<file path="src/rtl/mlp_pkg.sv">
// mlp_pkg -- shared state encoding, buffer selects and header field layout (rev 1.0)
`default_nettype none

package mlp_pkg;

  typedef enum logic [2:0] {
    ST_IDLE   = 3'd0,
    ST_HEADER = 3'd1,
    ST_W_LOAD = 3'd2,
    ST_B_LOAD = 3'd3,
    ST_I_LOAD = 3'd4,
    ST_DRAIN  = 3'd5
  } load_state_t;

  localparam logic [1:0] WR_SEL_WEIGHT = 2'd0;
  localparam logic [1:0] WR_SEL_BIAS   = 2'd1;
  localparam logic [1:0] WR_SEL_INPUT  = 2'd2;

  localparam int N_NEURONS_MSB = 31;
  localparam int N_NEURONS_LSB = 16;
  localparam int N_INPUTS_MSB  = 15;
  localparam int N_INPUTS_LSB  = 0;

endpackage

`default_nettype wire

</file>
<file path="src/rtl/mlp_stream_loader_if.sv">
// mlp_stream_loader_if -- stream slave, buffer write and status signals of the loader (rev 1.0)
`default_nettype none

interface mlp_stream_loader_if #(
  parameter int DATA_WIDTH = 32,
  parameter int ADDR_WIDTH = 12
);

  logic                  pi_start;
  logic                  pi_mlp_data_valid;
  logic [DATA_WIDTH-1:0] pi_mlp_data;
  logic                  po_data_read;
  logic                  po_wr_en;
  logic                  pi_wr_ready;
  logic [1:0]            po_wr_sel;
  logic [ADDR_WIDTH-1:0] po_wr_addr;
  logic [DATA_WIDTH-1:0] po_wr_data;
  logic [15:0]           po_n_inputs;
  logic [15:0]           po_n_neurons;
  logic                  po_busy;
  logic                  po_done;
  logic                  po_error;

  modport master (
    input  pi_start, pi_mlp_data_valid, pi_mlp_data, pi_wr_ready,
    output po_data_read, po_wr_en, po_wr_sel, po_wr_addr, po_wr_data,
    output po_n_inputs, po_n_neurons, po_busy, po_done, po_error
  );

  modport slave (
    output pi_start, pi_mlp_data_valid, pi_mlp_data, pi_wr_ready,
    input  po_data_read, po_wr_en, po_wr_sel, po_wr_addr, po_wr_data,
    input  po_n_inputs, po_n_neurons, po_busy, po_done, po_error
  );

endinterface

`default_nettype wire

</file>
<file path="src/rtl/mlp_load_counter.sv">
// mlp_load_counter -- clearable section counter with terminal-count flag (rev 1.0)
`default_nettype none

module mlp_load_counter #(
  parameter int WIDTH = 12
) (
  input  logic             clk,
  input  logic             rst_n,
  input  logic             clear,
  input  logic             enable,
  input  logic [WIDTH:0]   limit,
  output logic [WIDTH-1:0] count,
  output logic             last
);

  always_ff @(posedge clk) begin
    if (!rst_n) begin
      count <= '0;
    end else if (clear) begin
      count <= '0;
    end else if (enable) begin
      count <= count + WIDTH'(1);
    end
  end

  // limit may equal 2**WIDTH, so compare one bit wider than the count
  assign last = (({1'b0, count} + (WIDTH+1)'(1)) == limit);

endmodule

`default_nettype wire

</file>
<file path="src/rtl/mlp_stream_loader.sv">
// mlp_stream_loader -- decodes a layer header, then streams weights/biases/inputs into the MLP buffers (rev 1.0)
`default_nettype none

module mlp_stream_loader
  import mlp_pkg::*;
#(
  parameter int DATA_WIDTH = 32,
  parameter int ADDR_WIDTH = 12
) (
  input  logic         S_AXIS_ACLK,
  input  logic         S_AXIS_ARESETN,
  mlp_stream_loader_if.master bus
);

  localparam int          CNT_W     = ADDR_WIDTH + 1;
  localparam logic [31:0] MAX_WORDS = 32'(1) << ADDR_WIDTH;

  load_state_t           state;
  load_state_t           state_next;
  logic                  in_load;
  logic                  accept;
  logic                  wr_handshake;
  logic [1:0]            sec_sel;
  logic [CNT_W-1:0]      limit;
  logic [CNT_W-1:0]      weight_total;
  logic [ADDR_WIDTH-1:0] sec_count;
  logic                  sec_last;
  logic                  cnt_clear;
  logic                  cnt_enable;
  logic [15:0]           hdr_n_in;
  logic [15:0]           hdr_n_n;
  logic [31:0]           hdr_prod;
  logic                  hdr_bad;

  assign hdr_n_in = bus.pi_mlp_data[N_INPUTS_MSB:N_INPUTS_LSB];
  assign hdr_n_n  = bus.pi_mlp_data[N_NEURONS_MSB:N_NEURONS_LSB];
  assign hdr_prod = 32'(hdr_n_in) * 32'(hdr_n_n);
  assign hdr_bad  = (hdr_n_in == 16'd0) || (hdr_n_n == 16'd0) ||
                    (32'(hdr_n_in) > MAX_WORDS) || (32'(hdr_n_n) > MAX_WORDS) ||
                    (hdr_prod > MAX_WORDS);

  assign wr_handshake = bus.po_wr_en && bus.pi_wr_ready;

  always_comb begin
    in_load = 1'b0;
    accept  = 1'b0;
    sec_sel = WR_SEL_WEIGHT;
    limit   = weight_total;
    case (state)
      ST_HEADER: accept = bus.pi_mlp_data_valid;
      ST_W_LOAD: in_load = 1'b1;
      ST_B_LOAD: begin
        in_load = 1'b1;
        sec_sel = WR_SEL_BIAS;
        limit   = CNT_W'(bus.po_n_neurons);
      end
      ST_I_LOAD: begin
        in_load = 1'b1;
        sec_sel = WR_SEL_INPUT;
        limit   = CNT_W'(bus.po_n_inputs);
      end
      default: ;
    endcase
    // a word may only leave the slave when the write register is free or draining now
    if (in_load) begin
      accept = bus.pi_mlp_data_valid && (!bus.po_wr_en || bus.pi_wr_ready);
    end
  end

  assign bus.po_data_read = accept;

  assign cnt_enable = in_load && accept;
  assign cnt_clear  = ((state == ST_HEADER) && accept) || (cnt_enable && sec_last);

  mlp_load_counter #(.WIDTH(ADDR_WIDTH)) u_counter (
    .clk    (S_AXIS_ACLK),
    .rst_n  (S_AXIS_ARESETN),
    .clear  (cnt_clear),
    .enable (cnt_enable),
    .limit  (limit),
    .count  (sec_count),
    .last   (sec_last)
  );

  always_ff @(posedge S_AXIS_ACLK) begin
    if (!S_AXIS_ARESETN) begin
      state <= ST_IDLE;
    end else begin
      state <= state_next;
    end
  end

  always_comb begin
    state_next = state;
    case (state)
      ST_IDLE:   if (bus.pi_start) state_next = ST_HEADER;
      ST_HEADER: if (accept) state_next = hdr_bad ? ST_IDLE : ST_W_LOAD;
      ST_W_LOAD: if (accept && sec_last) state_next = ST_B_LOAD;
      ST_B_LOAD: if (accept && sec_last) state_next = ST_I_LOAD;
      ST_I_LOAD: if (accept && sec_last) state_next = ST_DRAIN;
      ST_DRAIN:  if (wr_handshake) state_next = ST_IDLE;
      default:   state_next = ST_IDLE;
    endcase
  end

  always_ff @(posedge S_AXIS_ACLK) begin
    if (!S_AXIS_ARESETN) begin
      bus.po_wr_en     <= 1'b0;
      bus.po_wr_sel    <= '0;
      bus.po_wr_addr   <= '0;
      bus.po_wr_data   <= '0;
      bus.po_n_inputs  <= '0;
      bus.po_n_neurons <= '0;
      bus.po_busy      <= 1'b0;
      bus.po_done      <= 1'b0;
      bus.po_error     <= 1'b0;
      weight_total     <= '0;
    end else begin
      bus.po_done <= (state == ST_DRAIN) && wr_handshake;

      if ((state == ST_IDLE) && bus.pi_start) begin
        bus.po_busy  <= 1'b1;
        bus.po_error <= 1'b0;
      end

      if ((state == ST_DRAIN) && wr_handshake) begin
        bus.po_busy <= 1'b0;
      end

      if ((state == ST_HEADER) && accept) begin
        bus.po_n_inputs  <= hdr_n_in;
        bus.po_n_neurons <= hdr_n_n;
        weight_total     <= CNT_W'(hdr_prod);
        if (hdr_bad) begin
          bus.po_error <= 1'b1;
          bus.po_busy  <= 1'b0;
        end
      end

      if (cnt_enable) begin
        bus.po_wr_en   <= 1'b1;
        bus.po_wr_sel  <= sec_sel;
        bus.po_wr_addr <= sec_count;
        bus.po_wr_data <= bus.pi_mlp_data;
      end else if (wr_handshake) begin
        bus.po_wr_en <= 1'b0;
      end
    end
  end

endmodule

`default_nettype wire

</file>
<file path="src/flat_wrapper.sv">
// flat-port wrapper written by rule: the top's interface ports become plain ports
module mlp_stream_loader_flat import mlp_pkg::*;
#(
  parameter int DATA_WIDTH = 32,
  parameter int ADDR_WIDTH = 12
)
  (S_AXIS_ACLK, S_AXIS_ARESETN, bus_pi_start, bus_pi_mlp_data_valid, bus_pi_mlp_data, bus_pi_wr_ready, bus_po_data_read, bus_po_wr_en, bus_po_wr_sel, bus_po_wr_addr, bus_po_wr_data, bus_po_n_inputs, bus_po_n_neurons, bus_po_busy, bus_po_done, bus_po_error);
  mlp_stream_loader_if #(.DATA_WIDTH(DATA_WIDTH), .ADDR_WIDTH(ADDR_WIDTH)) bus_i ();
  input  logic S_AXIS_ACLK;
  input  logic S_AXIS_ARESETN;
  input wire logic [$bits(bus_i.pi_start)-1:0] bus_pi_start;
  input wire logic [$bits(bus_i.pi_mlp_data_valid)-1:0] bus_pi_mlp_data_valid;
  input wire logic [$bits(bus_i.pi_mlp_data)-1:0] bus_pi_mlp_data;
  input wire logic [$bits(bus_i.pi_wr_ready)-1:0] bus_pi_wr_ready;
  output wire logic [$bits(bus_i.po_data_read)-1:0] bus_po_data_read;
  output wire logic [$bits(bus_i.po_wr_en)-1:0] bus_po_wr_en;
  output wire logic [$bits(bus_i.po_wr_sel)-1:0] bus_po_wr_sel;
  output wire logic [$bits(bus_i.po_wr_addr)-1:0] bus_po_wr_addr;
  output wire logic [$bits(bus_i.po_wr_data)-1:0] bus_po_wr_data;
  output wire logic [$bits(bus_i.po_n_inputs)-1:0] bus_po_n_inputs;
  output wire logic [$bits(bus_i.po_n_neurons)-1:0] bus_po_n_neurons;
  output wire logic [$bits(bus_i.po_busy)-1:0] bus_po_busy;
  output wire logic [$bits(bus_i.po_done)-1:0] bus_po_done;
  output wire logic [$bits(bus_i.po_error)-1:0] bus_po_error;
  assign bus_i.pi_start = bus_pi_start;
  assign bus_i.pi_mlp_data_valid = bus_pi_mlp_data_valid;
  assign bus_i.pi_mlp_data = bus_pi_mlp_data;
  assign bus_i.pi_wr_ready = bus_pi_wr_ready;
  assign bus_po_data_read = bus_i.po_data_read;
  assign bus_po_wr_en = bus_i.po_wr_en;
  assign bus_po_wr_sel = bus_i.po_wr_sel;
  assign bus_po_wr_addr = bus_i.po_wr_addr;
  assign bus_po_wr_data = bus_i.po_wr_data;
  assign bus_po_n_inputs = bus_i.po_n_inputs;
  assign bus_po_n_neurons = bus_i.po_n_neurons;
  assign bus_po_busy = bus_i.po_busy;
  assign bus_po_done = bus_i.po_done;
  assign bus_po_error = bus_i.po_error;
  mlp_stream_loader #(.DATA_WIDTH(DATA_WIDTH), .ADDR_WIDTH(ADDR_WIDTH)) u_core (.S_AXIS_ACLK(S_AXIS_ACLK), .S_AXIS_ARESETN(S_AXIS_ARESETN), .bus(bus_i));
endmodule
</file>
<file path="config.mk">
export PLATFORM = sky130hd
export DESIGN_NAME = mlp_stream_loader_flat
export DESIGN_NICKNAME = d
export VERILOG_FILES = /design/src/rtl/mlp_pkg.sv /design/src/rtl/mlp_stream_loader_if.sv /design/src/rtl/mlp_load_counter.sv /design/src/rtl/mlp_stream_loader.sv /design/src/flat_wrapper.sv
export SDC_FILE = /design/constraint.sdc
export NUM_CORES = 1
export LEC_CHECK = 0
export ABC_AREA = 1
export BUFFER_PORTS_ARGS = -buffer_cell sky130_fd_sc_hd__buf_2
export CAP_MARGIN = 40
export CORE_MARGIN = 3
export CORE_UTILIZATION = 55
export CTS_BUF_LIST = sky130_fd_sc_hd__clkbuf_4
export CTS_CLUSTER_SIZE = 10
export DETAILED_ROUTE_END_ITERATION = 7
export PLACE_DENSITY = 0.74
export SLEW_MARGIN = 20
export SYNTH_ARGS = -nofsm -noshare
export SYNTH_HDL_FRONTEND = slang
export SYNTH_SLANG_ARGS = --single-unit
</file>
<file path="constraint.sdc">
create_clock -name S_AXIS_ACLK -period 13.82 [get_ports S_AXIS_ACLK]
set_clock_uncertainty 0.05 [all_clocks]
set_input_delay 1.382 -clock S_AXIS_ACLK [delete_from_list [all_inputs] [get_ports S_AXIS_ACLK]]
set_output_delay 1.382 -clock S_AXIS_ACLK [all_outputs]
set_load 0.005 [all_outputs]
</file>
**After elaboration in Yosys (flattened, before gate mapping)**

Index checks and enable logic that the tools add are counted.

- Input bits: 37
- Output and inout bits: 83
- Register bits: 110
- Logic and storage cells: 75

- $mul: 1
- Reductions and logical operators: 22
- Order comparisons: 3
- Add/sub/neg operators: 2
- Multiplexer cells: 22
- Bitwise logic cells: 1
- Equality and inequality tests: 12

Operators with widths:

| operator | count |
|---|---|
| $gt 16x13->1 const B | 2 |
| $gt 32x13->1 const B | 1 |
| $logic_not 16->1 | 2 |
| $mul 16x16->32 | 1 |
| $pmux 13 s2 | 1 |
| $mux 3 | 6 |
| $pmux 3 s6 | 1 |
| $add 12x1->13 const B | 1 |
| $eq 13x13->1 | 1 |
| $add 12x1->12 const B | 1 |
| $mux 1 | 12 |
| $ne 2x1->1 const B | 5 |
| $logic_and 1x1->1 | 8 |
| $eq 3x2->1 const B | 2 |
| $eq 3x3->1 const B | 2 |
| $logic_or 1x1->1 | 6 |
| $reduce_and 6->1 | 1 |
| $pmux 2 s2 | 1 |
| $eq 3x1->1 const B | 1 |
| $logic_not 3->1 | 1 |
| $reduce_or 3->1 | 1 |
| $mux 2 | 1 |
| $ne 2x2->1 const B | 1 |
| $reduce_bool 2->1 | 1 |
| 3 further kinds | 3 |

**Longest topological paths before layout**

- Depth in word-level cells: 8
- Gate-level depth with buffers: 34
- Gate-level depth less buffers: 33

**By module**

A second synthesis with hierarchy kept.

- Cells, all modules: 2133
- Area, all modules: 14491.4 um2

By module, submodules not included:

| module | area each (um2) | instances | seq. area each (um2) | cells an instance |
|---|---|---|---|---|
| mlp_stream_loader | 13514.2 | 1 | 1961.9 | 1958 |
| mlp_load_counter | 977.2 | 1 | 240.2 | 175 |

**Worst setup path after synthesis**

OpenSTA, ideal clock, no wires.

- Kind: input-to-reg
- Start: in bus_pi_mlp_data[0]
- End: reg u_core.state[1]
- Arrival: 6.860 ns
- Stages on the path: 28
- Library setup time: 0.070 ns
- Path slack: 6.840 ns
- Data required time: 13.700 ns
- Path buffers: 2
- Cells stage by stage: clkbuf_1 buf_1 nand2_1 fa_1 fa_1 inv_1 fa_1 fa_1 fa_1 inv_1 fa_1 inv_1 ha_1 nand2_1 nor2_1 inv_1 nor2_1 and3_1 nand2_1 nand3_1 nand2_1 nor2_1 nand2_1 nor2_1 nand3_1 nand2_1 nand2_1 a21oi_2

- Word-level cells in the longest chain between the ends: 8
- Elaborated cells between the ends (all ways): 11
- Classes of those cells: mul (1); order compare (2); mux (3); reduce/logical (5)

RTL lines:

| element | RTL line | RTL |
|---|---|---|
| start, declared | flat_wrapper.sv:13 | `input wire logic [$bits(bus_i.pi_mlp_data)-1:0] bus_pi_mlp_data;` |
| parallel branches: the longest is 4 deep, another holds $mul 16x16->32 | n/a |  |
| $logic_or 1x1->1 (*) | mlp_stream_loader.sv:39 | `(32'(hdr_n_in) > MAX_WORDS) \|\| (32'(hdr_n_n) > MAX_WORDS) \|\|` |
| $mux 2 (*) | mlp_stream_loader.sv:97 | `ST_HEADER: if (accept) state_next = hdr_bad ? ST_IDLE : ST_W_LOAD;` |
| $mux 3 (*) | mlp_stream_loader.sv:97 |  |
| $pmux 3 s6 (*) | mlp_stream_loader.sv:95 | `case (state)` |
| end signal, assigned | mlp_stream_loader.sv:89 | `state <= state_next;` |
| end, declared | mlp_stream_loader.sv:18 | `load_state_t state;` |

Mark *: on every way between the ends. The select of a mux whose other input is x is not followed.
A chain may end at the register's enable or synchronous reset.

**Worst setup path after layout**

- Start: in bus_pi_mlp_data[25]
- End: reg u_core.state[1]

Same word-level chain as after synthesis.

==> out/qor.json <==
{
  "worst-path-stages": {"value": 29},
  "cp-start-kind": {"value": "input port"},
  "timing.setup.tns": {"value": 0, "unit": "ns"},
  "final_layout_size_suffix_gt1_share": {"value": 7.387, "unit": "%"},
  "globalRoute.totalOverflow": {"value": 0},
  "cts.repair_timing.setup_buffer_count": {"value": 0},
  "first_iter_violations": {"value": 1289},
  "synthMostInstantiatedCell": {"value": "sky130_fd_sc_hd__nand2_1"},
  "status": {"value": "complete, no violations"},
  "cts_resized": {"value": 0},
  "dp_slack": {"value": 5.984, "unit": "ns"},
  "worst_reg2reg_startpoint": {"value": "u_core.u_counter.count[0]"},
  "hold_path_end": {"value": "u_core.bus.po_wr_sel[1]"},
  "grt_use_total": {"value": 30.71, "unit": "%"},
  "r2r_cells": {"value": 12},
  "place_area": {"value": 15150, "unit": "µm²"},
  "hpwlAfterDp": {"value": 33300, "unit": "µm"},
  "clock_latency": {"value": 0.50, "unit": "ns"},
  "max_cap_violations": {"value": 0},
  "syn_area": {"value": 14490, "unit": "µm²"},
  "synth_flop_cell": {"value": "sky130_fd_sc_hd__dfxtp_1"},
  "design.final.nets": {"value": 2498},
  "holdCritStartpoint": {"value": "u_core.bus.po_wr_sel[1]"},
  "row_count": {"value": 58},
  "post_synth_inst_count": {"value": 2127},
  "cts-root-to-sink-buffers": {"value": 2},
  "tightestPinTransition": {"value": 0.7833, "unit": "ns"},
  "clkTransAtPathRegs": {"value": 0.18, "unit": "ns"},
  "tritoncts": {"value": "yes"},
  "timing.setup.critical_path_class": {"value": "input port to flip-flop"},
  "port_buffers": {"value": 119},
  "ff2ff_setup_slack": {"value": 10.87, "unit": "ns"},
  "synth_largest_area_cell": {"value": "sky130_fd_sc_hd__fa_1"},
  "cts-buffers-inserted": {"value": 9},
  "globalplace.congestion": {"value": 0.9730},
  "synth.yosys.seq_area_share": {"value": 15.19, "unit": "%"},
  "flops_latches_synth": {"value": 110},
  "hold_path_class": {"value": "flip-flop to flip-flop"},
  "post-place-cells": {"value": 2481},
  "clock-sinks": {"value": 110},
  "critPathMaxFanout": {"value": 19},
  "critical_path.reg2reg.endpoint": {"value": "u_core.u_counter.count[0]"},
  "post_route_non_filler_standard_cell_count": {"value": 2499},
  "fmaxAchievable": {"value": 0.1351, "unit": "GHz"},
  "finalCritPeriodShare": {"value": 53.55, "unit": "%"},
  "report.final.setup_viol": {"value": 0},
  "die-width": {"value": 168.3, "unit": "µm"},
  "slowest_stage_cell_cp": {"value": "sky130_fd_sc_hd__fa_1"},
  "cp_num_buf_inv": {"value": 7},
  "drt_drc_violations_left": {"value": 0},
  "worstSetupEndpointType": {"value": "flip-flop"},
  "standard_cell_core_area": {"value": 25540, "unit": "µm²"},
  "area_growth": {"value": 5.585, "unit": "%"},
  "critPathMaxStageDelay": {"value": 0.56, "unit": "ns"},
  "timing.final.max_slew_violations": {"value": 0},
  "post_drt_via_cell_ratio": {"value": 5.329},
  "ys_top_cells_by_area": {"value": "sky130_fd_sc_hd__fa_1, sky130_fd_sc_hd__nand2_1, sky130_fd_sc_hd__dfxtp_1"},
  "floorplan.io_pins": {"value": 120},
  "final_area": {"value": 15300, "unit": "µm²"},
  "initial_antenna_violation_count": {"value": 4},
  "arrival": {"value": 7.77, "unit": "ns"},
  "slew-limit-headroom": {"value": 47.78, "unit": "%"},
  "start_util": {"value": 56.74, "unit": "%"},
  "grt_first_pass_wirelength": {"value": 68820, "unit": "µm"},
  "cts_hold_buffers": {"value": 0},
  "timing.critical_path.max_delay_family": {"value": "adder cells"},
  "synthesis.yosys.warnings": {"value": 0},
  "synth_cell_types": {"value": 38},
  "drtAntennaViolNets": {"value": 0},
  "fin_crit": {"value": 7.401, "unit": "ns"},
  "worstHoldPathCells": {"value": 2},
  "vias": {"value": 13316},
  "detail_route.first_pass.iterations": {"value": 5},
  "vias_in_the_first_global_route": {"value": 12824},
  "die_h": {"value": 168.3, "unit": "µm"},
  "post_synthesis_async_set_or_reset_flop_share": {"value": 0, "unit": "%"},
  "critPathMostFrequentCell": {"value": "sky130_fd_sc_hd__nand2_1"},
  "pin_count_of_the_biggest_net_entering_global_routing": {"value": 91},
  "netlist_top_cells_count": {"value": "sky130_fd_sc_hd__nand2_1, sky130_fd_sc_hd__inv_1, sky130_fd_sc_hd__fa_1"},
  "post_synth_edffs": {"value": 0},
  "setup_repair_after_global_routing_missed_its_margin": {"value": "false"},
  "finalHoldViolCount": {"value": 0},
  "avgRoutedWirePerCell": {"value": 17.22, "unit": "µm"},
  "postRouteWirelength": {"value": 43040, "unit": "µm"},
  "floorplan.die_area": {"value": 28340, "unit": "µm²"},
  "clock_tree.htree_level_count": {"value": 3},
  "syn-num-nets": {"value": 2463},
  "final.setup.worst_slack": {"value": 6.419, "unit": "ns"},
  "avg_inst_size_synth": {"value": 6.814, "unit": "µm²"},
  "netlist.area_leader.share": {"value": 26.80, "unit": "%"},
  "ctsRootBufferMaster": {"value": "sky130_fd_sc_hd__clkbuf_4"},
  "data_required_time_at_the_worst_endpoint": {"value": 14.19, "unit": "ns"}
}
[layer usage]
metal  global-route usage (%)  routed length, µm  up-vias
met5                        0                 11        -
met4                    5.870                714        2
met3                    8.288               4831       51
met2                    47.55              18780      630
met1                    43.87              18710     6313
li1                         -                  -     6320
[worst max-delay path by stage]
stage | endpoint | startpoint | slack, ns
2_1_floorplan | u_core.state[1] | bus_pi_mlp_data[0] | 6.84
3_3_place_gp | u_core.state[1] | bus_pi_mlp_data[31] | 5.99
3_5_place_dp | u_core.state[1] | bus_pi_mlp_data[30] | 5.98
4_1_cts | u_core.state[1] | bus_pi_mlp_data[30] | 6.49
5_1_grt | u_core.state[1] | bus_pi_mlp_data[25] | 6.07
6_report | u_core.state[1] | bus_pi_mlp_data[25] | 6.42
[flip-flops by register name, summed over array words and instances, names as in the netlist]
signal and count:
u_core.bus.po_wr_addr 12, u_core.bus.po_error 1, u_core.u_counter.count 12, u_core.bus.po_wr_data 32, u_core.weight_total 13, u_core.state 3, u_core.bus.po_n_inputs 16, u_core.bus.po_wr_sel 2
u_core.bus.po_busy 1, u_core.bus.po_wr_en 1, u_core.bus.po_n_neurons 16, u_core.bus.po_done 1
[layout by cell type (no fill, tap or decap), drive strengths merged, types with 8 or more instances in the layout]
master | Yosys | routed
nand2 | 602 | 602
inv | 519 | 521
fa | 194 | 194
nor2 | 164 | 164
buf | 21 | 123
dfxtp | 110 | 110
ha | 105 | 105
o21ai | 99 | 99
a21oi | 85 | 85
nand3 | 80 | 80
nand4 | 17 | 17
nor3 | 9 | 9
clkbuf | 78 | 9
xor2 | 8 | 8
[per-stage QoR]
stage	util [%]	hold WS, ns
final	59.91	0.4304
after detailed placement	59.30	0.4075
after floorplan	-	0.4053
after CTS	59.88	0.4300
after global routing	59.91	0.4517
after global placement	59.22	0.4032
[worst register-to-register path, cell delays in order (launching register included)]
cell	delay, ns
sky130_fd_sc_hd__dfxtp_1	0.46
sky130_fd_sc_hd__ha_1	0.23
sky130_fd_sc_hd__nand3_1	0.16
sky130_fd_sc_hd__inv_1	0.17
sky130_fd_sc_hd__nand2_1	0.10
sky130_fd_sc_hd__xor2_1	0.38
sky130_fd_sc_hd__o21ai_0	0.15
sky130_fd_sc_hd__nand2_1	0.13
sky130_fd_sc_hd__nand4_1	0.10
sky130_fd_sc_hd__nor2_1	0.09
sky130_fd_sc_hd__nand2_1	0.13
sky130_fd_sc_hd__o211ai_2	0.61
sky130_fd_sc_hd__a21oi_1	0.07
[logic make-up (layout without fill, tap and decap cells)]
kind of cell             after synthesis  after routing  synth area share (%)
AND/OR/NAND/NOR                      887            887                 24.75
buffers and inverters                619            658                 16.25
adder cells (fa/ha/maj)              299            299                 35.86
AO/OA/AOI/OAI                        200            200                 7.225
flip-flops                           110            110                 15.19
XOR/XNOR                              12             12                0.7251
other                                  0              3                     0
[cell type report]
type,count,area (µm²)
clock buffer,9,67.56
timing repair buffer,123,638.1
antenna,3,7.507
clock inverter,6,81.33
inverter,520,1957
sequential,110,2202
tap,330,412.9
fill,2437,10240
multi-input combinational,1398,9937
Power is left out: the tool's default activity adds up to more than one toggle a clock period on the data nets, which glitch-free logic cannot reach.
